**config.mk**
```make
export PLATFORM = sky130hd
export DESIGN_NAME = fetch_ctrl
export DESIGN_NICKNAME = d
export VERILOG_FILES = /design/src/rtl/fetch_ctrl.sv
export SDC_FILE = /design/constraint.sdc
export NUM_CORES = 1
export LEC_CHECK = 0
export ABC_CLOCK_PERIOD_IN_PS = 6100
export BUFFER_PORTS_ARGS = -buffer_cell sky130_fd_sc_hd__buf_2
export CAP_MARGIN = 40
export CORE_MARGIN = 1.5
export CORE_UTILIZATION = 55
export CTS_CLUSTER_DIAMETER = 80
export DETAILED_ROUTE_END_ITERATION = 8
export GPL_ROUTABILITY_DRIVEN = 0
export PLACE_DENSITY = 0.89
export SYNTH_ARGS = -nofsm -noshare
export SYNTH_HDL_FRONTEND = slang
export SYNTH_SLANG_ARGS = --single-unit
export TNS_END_PERCENT = 1
```
**constraint.sdc**
```tcl
create_clock -name clock -period 6.1 [get_ports clock]
set_input_delay 1.22 -clock clock [delete_from_list [all_inputs] [get_ports clock]]
set_output_delay 1.22 -clock clock [all_outputs]
set_load 0.1 [all_outputs]
```
**src/rtl/fetch_ctrl.sv**
```systemverilog
// fetch_ctrl: issues tagged line fetches, tracks credits/in-flight requests, writes in-order responses to the buffer.
module fetch_ctrl #(
  parameter int XLEN = 32,
  parameter int IB_DEPTH = 16,
  parameter int MAX_OUTSTANDING = 4,
  parameter int TAG_W = 3,
  parameter logic [XLEN-1:0] RESET_PC = '0,
  localparam int CW = $clog2(IB_DEPTH) + 1,
  localparam int OW = $clog2(MAX_OUTSTANDING) + 1
) (
  input  logic             clock,
  input  logic             reset,
  input  logic             squash,
  input  logic [XLEN-1:0]  branch_target,
  output logic             mem_req_valid,
  input  logic             mem_req_ready,
  output logic [XLEN-1:0]  mem_req_addr,
  output logic [TAG_W-1:0] mem_req_tag,
  input  logic             mem_rsp_valid,
  input  logic [TAG_W-1:0] mem_rsp_tag,
  input  logic [63:0]      mem_rsp_data,
  output logic             ib_wr_valid,
  output logic [XLEN-1:0]  ib_wr_pc,
  output logic [63:0]      ib_wr_data,
  output logic [1:0]       ib_wr_slot_valid,
  input  logic             ib_pop,
  output logic [CW-1:0]    credits,
  output logic [OW-1:0]    outstanding,
  output logic             tag_err
);
  typedef enum logic {FETCH, REDIRECT} state_t;
  localparam logic [XLEN-1:0] LINE_MASK = ~XLEN'(7);
  state_t state_q, state_d;
  logic [XLEN-1:0] addr_q, addr_d, rsp_pc_q, rsp_pc_d, wr_pc_q, wr_pc_d;
  logic [TAG_W-1:0] tag_q, tag_d, exp_tag_q, exp_tag_d;
  logic [CW-1:0] credits_q, credits_d;
  logic [CW:0] csum;
  logic [OW-1:0] outstanding_q, outstanding_d, stale_q, stale_d;
  logic [63:0] wr_data_q, wr_data_d;
  logic [1:0] wr_slot_q, wr_slot_d;
  logic tag_err_q, tag_err_d, first_q, first_d, wr_valid_q, wr_valid_d;
  logic issue, pop, live;
  always_comb begin
    mem_req_valid = !reset && !squash && state_q == FETCH && credits_q != '0 &&
                    outstanding_q < OW'(MAX_OUTSTANDING);
    issue = mem_req_valid && mem_req_ready;
    pop = ib_pop && !squash;
    // a response is forwarded only if it belongs to the current fetch stream
    live = mem_rsp_valid && stale_q == '0 && !squash;
    outstanding_d = outstanding_q + OW'(issue) - OW'(mem_rsp_valid);
    csum = {1'b0, credits_q} + (CW+1)'(pop) - (CW+1)'(issue);
    credits_d = squash ? CW'(IB_DEPTH) :
                csum > (CW+1)'(IB_DEPTH) ? CW'(IB_DEPTH) : csum[CW-1:0];
    stale_d = squash ? outstanding_d : stale_q - OW'(mem_rsp_valid && stale_q != '0);
    addr_d = squash ? branch_target & LINE_MASK : issue ? addr_q + XLEN'(8) : addr_q;
    tag_d = issue ? tag_q + TAG_W'(1) : tag_q;
    exp_tag_d = mem_rsp_valid ? exp_tag_q + TAG_W'(1) : exp_tag_q;
    tag_err_d = tag_err_q || (mem_rsp_valid && mem_rsp_tag != exp_tag_q);
    rsp_pc_d = squash ? branch_target & LINE_MASK : live ? rsp_pc_q + XLEN'(8) : rsp_pc_q;
    first_d = squash ? branch_target[2] : live ? 1'b0 : first_q;
    wr_valid_d = live;
    wr_pc_d = live ? rsp_pc_q : wr_pc_q;
    wr_data_d = live ? mem_rsp_data : wr_data_q;
    wr_slot_d = live ? (first_q ? 2'b10 : 2'b11) : 2'b00;
    state_d = squash ? REDIRECT : FETCH;
  end
  always_ff @(posedge clock) begin
    if (reset) begin
      state_q <= FETCH;
      addr_q <= RESET_PC & LINE_MASK;
      rsp_pc_q <= RESET_PC & LINE_MASK;
      tag_q <= '0;
      exp_tag_q <= '0;
      credits_q <= CW'(IB_DEPTH);
      outstanding_q <= '0;
      stale_q <= '0;
      tag_err_q <= 1'b0;
      first_q <= 1'b0;
      wr_valid_q <= 1'b0;
      wr_pc_q <= '0;
      wr_data_q <= '0;
      wr_slot_q <= 2'b00;
    end else begin
      state_q <= state_d;
      addr_q <= addr_d;
      rsp_pc_q <= rsp_pc_d;
      tag_q <= tag_d;
      exp_tag_q <= exp_tag_d;
      credits_q <= credits_d;
      outstanding_q <= outstanding_d;
      stale_q <= stale_d;
      tag_err_q <= tag_err_d;
      first_q <= first_d;
      wr_valid_q <= wr_valid_d;
      wr_pc_q <= wr_pc_d;
      wr_data_q <= wr_data_d;
      wr_slot_q <= wr_slot_d;
    end
  end
  assign mem_req_addr = addr_q;
  assign mem_req_tag = tag_q;
  assign ib_wr_valid = wr_valid_q;
  assign ib_wr_pc = wr_pc_q;
  assign ib_wr_data = wr_data_q;
  assign ib_wr_slot_valid = wr_slot_q;
  assign credits = credits_q;
  assign outstanding = outstanding_q;
  assign tag_err = tag_err_q;
endmodule

```
* After elaboration in Yosys (flattened, before gate mapping) *
Index checks and enable logic that the tools add are counted.

word-level totals
  register bits = 183
  output and inout port bits = 144
  word-level logic and storage cells = 60

cells by class
  add/sub/neg operators = 9
  order comparisons = 2
  eq/ne operators = 1
  muxes and demuxes = 9
  bitwise gates (word level) = 2
  reduce and logical (&&, ||, !) cells = 21

operator list
  kind                                                                   count
  32-bit 2-to-1 mux                                                      4
  32-bit by 4-bit adder with 32-bit output (second input constant)       2
  1-bit logical AND                                                      10
  3-bit by 1-bit adder with 3-bit output (second input constant)         2
  5-bit by 1-bit adder with 6-bit output                                 1
  6-bit by 5-bit > comparator with 1-bit output (second input constant)  1
  3-bit by 1-bit subtractor with 3-bit output                            2
  6-bit by 1-bit subtractor with 6-bit output                            1
  5-bit nonzero test                                                     1
  1-bit 2-to-1 mux                                                       4
  2-bit nonzero test                                                     2
  2-bit OR reduction                                                     2
  3-bit by 1-bit adder with 3-bit output                                 1
  3-bit logical NOT                                                      1
  3-bit < comparator (second input constant)                             1
  3-bit 2-to-1 mux                                                       1
  3-bit inequality test                                                  1
  3-bit nonzero test                                                     1
  3-bit OR reduction                                                     1
  1-bit logical NOT                                                      2
  1-bit inverter                                                         2
  1-bit logical OR                                                       1

* Logic depth before layout (Yosys ltp) *
Gate-level depths: netlist of the first run.

  word-level depth = 9
  gate-level depth with buffers = 14
  gate-level depth less buffers = 13

* Least setup slack after synthesis of the first run *
Ideal clock, no wire load.

  kind = input -> output
  start point = in reset
  end point = out mem_req_valid
  arrival time = 4574 ps
  data required time = 4880 ps
  path slack = 306 ps
  stages on the path = 3
  buffers on the path = 1
  cell sequence = or2_2 -> clkbuf_1 -> nor4_1

on the way
  longest elaborated chain between the ends = 5

ends and longest elaborated chain
  element                          RTL line  text
  start, declared                  12        input logic reset,
  1-bit logical NOT                44        mem_req_valid = !reset && !squash && state_q == FETCH && credits_q != '0 &&
  1-bit logical AND (4 in series)  44
  end, declared                    15        output logic mem_req_valid,

Every way passes these cells.

* Final worst setup path of the first run *
  start point = in reset
  end point = reg credits_q[2] (netlist: credits[2])

on the way
  longest elaborated chain between the ends = 9

ends and longest elaborated chain
  element                                        RTL line  text
  1-bit logical NOT *                            44
  1-bit logical AND * (4 in series)              44
  1-bit logical AND *                            46        issue = mem_req_valid && mem_req_ready;
  net issue                                      42        logic issue, pop, live;
  6-bit by 1-bit subtractor with 6-bit output *  51        csum = {1'b0, credits_q} + (CW+1)'(pop) - (CW+1)'(issue);
  6-bit by 5-bit > comparator with 1-bit output  53        csum > (CW+1)'(IB_DEPTH) ? CW'(IB_DEPTH) : csum[CW-1:0];
  3-bit OR reduction (no source line)            -
  end signal, assigned                           74        credits_q <= CW'(IB_DEPTH);
  end signal, assigned                           89        credits_q <= credits_d;
  end, declared                                  36        logic [CW-1:0] credits_q, credits_d;

The timed path passes the listed nets; every way through them passes the cells marked *.
A chain may end at the register's enable or synchronous reset.

==> results of run 1 <==
-- registers in the layout, indices dropped and copies added, names as in the netlist --
register	cells
credits	5
exp_tag_q	3
first_q	1
ib_wr_data	64
ib_wr_pc	29
ib_wr_slot_valid	2
ib_wr_valid	1
mem_req_addr	29
mem_req_tag	3
outstanding	3
rsp_pc_q	29
stale_q	3
state_q	1
tag_err	1
-- report_power, final --
| group | switching (mW) | internal [mW] | leakage (nW) |
|---|---|---|---|
| clock | 0.449 | 0.711 | 0.307 |
| sequential | 0.0778 | 1.22 | 1.42 |
| combinational | 0.700 | 0.183 | 2.35 |
-- layout make-up --
class | instances | area (µm²) | area share
Multi-Input combinational cell | 695 | 3940 | 0.404
Sequential cell | 174 | 3480 | 0.357
Timing Repair Buffer | 250 | 1340 | 0.137
Clock buffer | 20 | 457 | 0.0468
Tap cell | 180 | 225 | 0.0231
Clock inverter | 12 | 184 | 0.0189
Inverter | 34 | 128 | 0.0131
-- how the worst min path moves through the flow --
stage          startpoint  depth (start not counted)                   to
4_1_cts           first_q                          1  ib_wr_slot_valid[0]
2_1_floorplan     first_q                          1  ib_wr_slot_valid[0]
5_1_grt           first_q                          1  ib_wr_slot_valid[0]
3_3_place_gp      first_q                          1  ib_wr_slot_valid[0]
3_5_place_dp      first_q                          1  ib_wr_slot_valid[0]
6_report          first_q                          1  ib_wr_slot_valid[0]
-- cell usage after synthesis (all sizes together) (12+ instances only) --
cell type,number
a21boi,15
buf,12
a21oi,115
nor2,36
nand2,218
nand3,30
o21bai,14
nor3,23
xor2,12
xnor2,16
nor4,14
inv,33
nand4,27
dfxtp,174
ha,15
a211oi,15
clkbuf,57
-- per-stage QoR --
step / area [µm²] / setup slack, ns / hold WS, ns / cells
CTS: 9750 / 2.13 / 0.408 / 1365
global placement: 9030 / 1.78 / 0.400 / 1330
floorplan: 7810 / 0.306 / 0.392 / 972
detailed placement: 9110 / 1.72 / 0.399 / 1333
global route: 9750 / 1.87 / 0.421 / 1365
finish: 9750 / 2.11 / 0.408 / 1365
-- cells by family after synthesis --
logic type,count (synthesis),share of synthesized area
adders and majority gates,17,0.0292
buffers and inverters,103,0.0531
xor gates and xnor gates,28,0.0315
AOI/OAI and AO/OA,222,0.177
and+or+nand+nor,419,0.258
DFF,174,0.447
muxes,3,0.00385
other,1,0.000481
-- critical path: stages --
cell      delay [ns]
buf_4           0.22
nor2_1          0.69
nand3_1         0.36
inv_1           0.14
ha_1            0.15
inv_1           0.07
ha_1            0.28
a211oi_1        0.44
nor2_1          0.10
a211oi_1        0.49
nor3_1          0.12
-- layer usage --
layer | wire [µm] | global-route usage | vias to the layer above
met2 | 10100 | 0.453 | 355
li1 | - | - | 3782
met1 | 8580 | 0.347 | 3559
met5 | 0 | 0 | -
met3 | 1710 | 0.0796 | 65
met4 | 730 | 0.126 | 0
==> results.toml, run 1 <==
[final_layout]
final_cell_mix = "buf_2 (239), nand2_1 (217), dfxtp_1 (174), a21oi_1 (115), nor2_1 (35)"
final_common_cell = "buf_2"
utilization = 0.702
layout.nets = 1294
antennaDiodeCount = 0
area_growth_pct = 25.1
fillers = 1157
drive_gt1_frac = 0.245

[cts]
cts_num_sinks = 174
numCtsBuffers = 17
cts-root-buf = "clkbuf_16"
hold_buffers = 0
clockBufferDepth = 2
clk_latency_ns = 0.43
tritoncts = "done"
htree_levels = 4
cts_resized = 0
cts_setup_buffers = 0
path_clk_slew_ns = 0.06

[sta]
fin_setup_tns_ns = 0
setup_viol = 0
slew_headroom = 0.431
skew_ns = 0.00666
rsz0062_at_grt = "no"
worst_slew_pin_slew_ns = 0.846
fin_crit_ns = 3.99
hold_violations = 0
finalCritPeriodShare = 0.653
slew_viol_final = 0
timing.fmax_mhz = 251

[routing]
vias = 7761
drt_iter0_drc = 631
drc_errors = 0
totalWireLength_um = 21100
detail-route-antenna-nets = 0
routed_via_density = 5.69
dr.pass1.iters = 5
wire_per_inst_um = 15.5

[synthesis]
synth.largest_area_cell = "dfxtp_1"
synth_top_area_frac = 0.447
synth_cell_type_count = 54
synthArstFlopShare = 0
seq_area_frac_synth = 0.447
yosys_warnings = 0
avgSynthCellArea_um2 = 8.06
syn_inst = 967
synth-edff-count = 0
yosys-top-cells-area = "dfxtp_1 (45%), nand2_1 (11%), a21oi_1 (7.4%), clkbuf_1 (2.7%), ha_1 (2.4%)"
synth_area_um2 = 7790
synth-seq-cells = 174
synthFlopType = "dfxtp_1"

[power]
vdd_drop_max_uv = 308
power_mw = 3.34
p_leak_nw = 4.08
power.density_nw_per_um2 = 343

[status]
status = "finished, final reports clean"

[setup_path]
regToRegEndpoint = "credits[2]"
rrSetupSlack_ns = 2.65
required_ns = 6.39
startpoint_type = "input port"
regToRegStartpoint = "credits[2]"
worstPathArrival_ns = 4.27
critical_path.max_fanout = 34
crit_end = "credits[2]"
ff2ff_path_depth = 12
path_class = "in2reg"
worstSetupStartpoint = "reset"
crit_path_end_kind = "flop"

[global_route]
grt_max_degree = 87
grt_pass1_wl_um = 33000
antenna_found_initial = 0
track_usage = 0.280
grt_pass1_vias = 6892
grt_overflow = 0

[die]
row_count = 43
io_pins = 249
die_area_um2 = 14900
core_um2 = 13900
start_util = 0.561
fp.dieH_um = 122
die_w_um = 122

[job]
drv_cap = 0

[worst_hold_path]
hold_path_class = "reg2reg"

[place]
dp_hpwl_um = 14900
io_buffers = 240
No activity file was read; power rests on OpenSTA's default activity.
==> inputs of run 2 (changes only) <==
--- a/config.mk
+++ b/config.mk
@@ -5,15 +5,15 @@
 export SDC_FILE = /design/constraint.sdc
 export NUM_CORES = 1
 export LEC_CHECK = 0
-export ABC_CLOCK_PERIOD_IN_PS = 6100
+export ABC_CLOCK_PERIOD_IN_PS = 3500
 export BUFFER_PORTS_ARGS = -buffer_cell sky130_fd_sc_hd__buf_2
 export CAP_MARGIN = 40
 export CORE_MARGIN = 1.5
-export CORE_UTILIZATION = 55
+export CORE_UTILIZATION = 46
 export CTS_CLUSTER_DIAMETER = 80
 export DETAILED_ROUTE_END_ITERATION = 8
 export GPL_ROUTABILITY_DRIVEN = 0
-export PLACE_DENSITY = 0.89
+export PLACE_DENSITY = 0.8
 export SYNTH_ARGS = -nofsm -noshare
 export SYNTH_HDL_FRONTEND = slang
 export SYNTH_SLANG_ARGS = --single-unit
==> constraint.sdc (replaced) <==
create_clock -name clock -period 3.5 [get_ports clock]
set_input_delay 0.7 -clock clock [delete_from_list [all_inputs] [get_ports clock]]
set_output_delay 0.7 -clock clock [all_outputs]
set_load 0.1 [all_outputs]
==> run 2 against run 1 <==
Effect of this change: non-clock buffer count is 5 higher; clock power up 57%; count of clock-buffer cells in the layout up 3; combinational power up 74%; sequential share of layout area about the same; critical path type is now reg2reg; sequential cell count stayed put; critical path depth grew 2; sequential power grew 75%; register-to-register slack got worse by 2.4 ns; cell count increased by 3.3%; hold slack barely moved; global-route usage fell by 4.3 points; largest cell class unchanged.
==> results.toml, run 2 (synthesis results as in run 1) <==
[sta]
hold_violations = 0
slew_headroom = 0.435
rsz0062_at_grt = "no"
slew_viol_final = 0
timing.fmax_mhz = 312
fin_crit_ns = 3.20
fin_setup_tns_ns = 0
setup_viol = 0
skew_ns = 0.00768
finalCritPeriodShare = 0.915
worst_slew_pin_slew_ns = 0.848

[cts]
numCtsBuffers = 17
clockBufferDepth = 2
cts_resized = 0
path_clk_slew_ns = 0.06
clk_latency_ns = 0.42
cts_setup_buffers = 0
htree_levels = 4
cts_num_sinks = 174
tritoncts = "done"
hold_buffers = 0
cts-root-buf = "clkbuf_16"

[routing]
detail-route-antenna-nets = 0
drc_errors = 0
drt_iter0_drc = 668
vias = 7685
totalWireLength_um = 21300
wire_per_inst_um = 15.1
dr.pass1.iters = 7
routed_via_density = 5.45

[final_layout]
fin_cells = 1410
layout.nets = 1299
fillers = 1510
final_cell_mix = "buf_2 (239), nand2_1 (217), dfxtp_1 (174), a21oi_1 (115), nor2_1 (35)"
drive_gt1_frac = 0.249
area.sequential_um2 = 3480
multi_input_area_um2 = 3960
final_common_cell = "buf_2"
area_growth_pct = 25.3
largest_register_ffs = 64
antennaDiodeCount = 0

[setup_path]
worstPathArrival_ns = 3.51
path_buf_inv = 3
required_ns = 3.81
critical_path.max_fanout = 5
crit_path_max_incr_delay_ns = 0.61
cpMaxStageDelayCell = "or4b_2"
critPathTopFamily = "simple AND/OR/NAND/NOR gates"
path_cells = "inv_1 > ha_1 > or4b_2 > nand3_1 > inv_1 > ha_1 > inv_1 > ha_1 > fa_1 > a21oi_1 > o21ai_0 > xnor2_1 > or2_2"
startpoint_type = "flop"
crit_path_end_kind = "flop"
path_class = "reg2reg"

[power]
vdd_drop_max_uv = 571
power.density_nw_per_um2 = 577
p_leak_nw = 4.06

[die]
core_um2 = 16600
io_pins = 249
start_util = 0.470
fp.dieH_um = 133
row_count = 47
die_w_um = 133
die_area_um2 = 17700

[global_route]
grt_pass1_wl_um = 34200
grt_max_degree = 94
grt_overflow = 0
grt_pass1_vias = 6861
track_usage = 0.238
antenna_found_initial = 0

[job]
drv_cap = 0

[worst_hold_path]
hold_path_class = "reg2reg"

[status]
status = "finished, final reports clean"

[place]
dp_hpwl_um = 15100
io_buffers = 240
place_inst = 1378
-- run 2: cell count changes in the layout (fill, tap and decap cells not counted), moves of 2 or more --
cell / previous run / this run
buf_4: 8 / 14
bufinv_16: 4 / 1
buf_16: 3 / 1
clkbuf_8: 2 / 4
clkinv_2: 1 / 3
inv_6: 2 / 0
-- run 2: layer usage --
| metal | global-route usage | wire length (µm) | share of wire | up-vias |
|---|---|---|---|---|
| li1 | - | - | - | 3797 |
| met1 | 0.304 | 9020 | 0.42 | 3527 |
| met2 | 0.383 | 9920 | 0.47 | 313 |
| met3 | 0.0658 | 1720 | 0.081 | 48 |
| met4 | 0.0918 | 649 | 0.030 | 0 |
| met5 | 0 | 0 | 0 | - |
-- run 2: through the flow --
stage	worst slack (ns)	hold WS (ns)	power [mW]	utilization	area, µm²
finish	0.297	0.408	5.63	0.589	9760
global route	0.140	0.441	5.87	0.589	9760
CTS	0.221	0.414	5.67	0.588	9760
detailed placement	0.257	0.408	3.85	0.554	9190
global placement	0.389	0.410	3.81	0.552	9160
floorplan	-0.165	0.392	3.53	-	7830
-- run 2: worst paths after layout --
| kind | start | end | slack [ns] | cells past startpoint |
|---|---|---|---|---|
| max | credits[3] | credits[4] | 0.30 | 13 |
| min | first_q | ib_wr_slot_valid[0] | 0.41 | 1 |
| max reg2reg | credits[3] | credits[4] | 0.30 | 13 |
| min reg2reg | first_q | ib_wr_slot_valid[0] | 0.41 | 1 |
-- run 2: power by group --
part	leakage [nW]	switching [mW]	internal, mW
Combinational	2.36	1.22	0.322
Clock	0.275	0.770	1.05
Sequential	1.42	0.139	2.13
Total	4.06	2.13	3.50
-- run 2: cell type report --
type / count / share of cell area
multi-input cells: 695 / 0.405
inverters: 34 / 0.0131
flip-flops and latches: 174 / 0.357
clock buffers: 23 / 0.0500
repair buffers: 255 / 0.138
clock inverters: 9 / 0.00871
well taps: 220 / 0.0282
==> inputs of run 3 (changes only) <==
--- a/config.mk
+++ b/config.mk
@@ -6,7 +6,7 @@
 export NUM_CORES = 1
 export LEC_CHECK = 0
 export ABC_CLOCK_PERIOD_IN_PS = 3500
-export BUFFER_PORTS_ARGS = -buffer_cell sky130_fd_sc_hd__buf_2
+export BUFFER_PORTS_ARGS = -buffer_cell sky130_fd_sc_hd__clkbuf_2
 export CAP_MARGIN = 40
 export CORE_MARGIN = 1.5
 export CORE_UTILIZATION = 46
==> run 3 against run 2 <==
Effect of this change: utilization is 0.28 points higher; maximum frequency shrank 2.5%; critical endpoint unchanged; total power is 1.7% higher; first-iteration DRC count fell by 28%; cell area up 0.47%; hold slack improved by 0.0097 ns; clock power up 5%; combinational power hardly changed; sequential cell count unchanged; largest cell class unchanged.
==> results.toml, run 3 (synthesis results as in run 1) <==
[routing]
detail-route-antenna-nets = 0
vias = 7701
drt_iter0_drc = 478
dr.pass1.iters = 5
wire_per_inst_um = 15.3
routed_via_density = 5.46
drc_errors = 0
totalWireLength_um = 21500

[power]
vdd_drop_max_uv = 587
power.density_nw_per_um2 = 584
p_leak_nw = 4.00

[place]
dp_hpwl_um = 15300
io_buffers = 240
place_inst = 1378

[sta]
timing.fmax_mhz = 305
finalCritPeriodShare = 0.938
skew_ns = 0.0139
slew_viol_final = 0
setup_viol = 0
hold_violations = 0
fin_setup_tns_ns = 0
fin_crit_ns = 3.28
slew_headroom = 0.462
worst_slew_pin_slew_ns = 0.808

[setup_path]
path_class = "reg2reg"
path_cells = "inv_1 > ha_1 > or4b_2 > nand3_1 > inv_1 > ha_1 > inv_1 > ha_1 > fa_1 > a21oi_1 > o21ai_0 > xnor2_1 > or2_2"
path_depth = 13
startpoint_type = "flop"
cpMaxStageDelayCell = "or4b_2"
regToRegStartpoint = "credits[3]"
crit_path_max_incr_delay_ns = 0.61
ff2ff_path_depth = 13
critical_path.max_fanout = 5
path_buf_inv = 3
critPathTopFamily = "simple AND/OR/NAND/NOR gates"
regToRegEndpoint = "credits[4]"
crit_path_end_kind = "flop"
rrSetupSlack_ns = 0.22
required_ns = 3.81
worstPathArrival_ns = 3.60

[die]
row_count = 47
start_util = 0.470
core_um2 = 16600
die_w_um = 133
io_pins = 249
fp.dieH_um = 133
die_area_um2 = 17700

[final_layout]
antennaDiodeCount = 0
area_growth_pct = 25.9
fin_cells = 1410
drive_gt1_frac = 0.248
utilization = 0.592
final_common_cell = "clkbuf_2"
multi_input_area_um2 = 3960
largest_register_ffs = 64
area.sequential_um2 = 3480
final_cell_mix = "clkbuf_2 (238), nand2_1 (217), dfxtp_1 (174), a21oi_1 (115), nor2_1 (35)"
fillers = 1547
layout.nets = 1299

[job]
drv_cap = 0

[global_route]
top_usage_layer = "met2"
grt_overflow = 0
grt_util_met1 = 0.305
antenna_found_initial = 0
use_met2 = 0.385
grt.met3_usage = 0.0654
grt_max_degree = 80
grt_pass1_vias = 6986
track_usage = 0.240
grt_pass1_wl_um = 34600

[worst_hold_path]
hold_path_end = "ib_wr_slot_valid[0]"
hold_path_class = "reg2reg"
holdCritStartpoint = "first_q"
min_path_cells = 1

[cts]
numCtsBuffers = 17
cts_num_sinks = 174
path_clk_slew_ns = 0.06
cts_setup_buffers = 0
tritoncts = "done"
cts_resized = 0
htree_levels = 4
cts-root-buf = "clkbuf_16"
clockBufferDepth = 2
hold_buffers = 0
clk_latency_ns = 0.43

[status]
status = "finished, final reports clean"
run 3: cell types whose count changed in the layout (fill, tap and decap cells not counted), sizes merged:
cell	change
buf	-238
bufinv	+2
clkbuf	+236
run 3: final cells by class:
class	instances	area share
timing repair buffer	255	0.140
clock buffer	21	0.0459
clock inverter	11	0.0144
multi-input combinational	695	0.403
inverter	34	0.0130
tap	220	0.0281
sequential	174	0.355
run 3: layer usage:
| metal | up-vias | wire length (µm) |
|---|---|---|
| met5 | - | 0 |
| met1 | 3539 | 9180 |
| li1 | 3806 | - |
| met2 | 309 | 10100 |
| met4 | 0 | 660 |
| met3 | 47 | 1610 |
run 3: worst reg2reg max path, stage by stage (launching register included):
cell	delay, ns
dfxtp_1	0.33
inv_1	0.08
ha_1	0.15
or4b_2	0.61
nand3_1	0.23
inv_1	0.08
ha_1	0.27
inv_1	0.04
ha_1	0.19
fa_1	0.41
a21oi_1	0.15
o21ai_0	0.11
xnor2_1	0.21
or2_2	0.32
run 3: worst max path at each step:
stage,start,to,slack (ns)
2_1_floorplan,credits[2],credits[4],-0.17
3_3_place_gp,credits[2],credits[4],0.25
3_5_place_dp,credits[3],credits[0],0.19
4_1_cts,credits[3],credits[4],0.18
5_1_grt,credits[2],credits[0],-0.04
6_report,credits[3],credits[4],0.22
run 3: per-stage QoR:
stage / instance area (µm²) / hold WS [ns] / power [mW] / worst slack, ns
6_report: 9810 / 0.418 / 5.73 / 0.216
3_3_place_gp: 9190 / 0.406 / 3.82 / 0.252
5_1_grt: 9810 / 0.439 / 5.96 / -0.0391
4_1_cts: 9800 / 0.423 / 5.77 / 0.183
3_5_place_dp: 9210 / 0.418 / 3.85 / 0.193
2_1_floorplan: 7830 / 0.392 / 3.53 / -0.165
run 3: where the power goes:
group          internal [mW]  switching [mW]  total, mW  leakage [nW]
Combinational          0.327            1.22       1.55          2.29
Clock                   1.14           0.773       1.91         0.283
Sequential              2.13           0.145       2.27          1.42
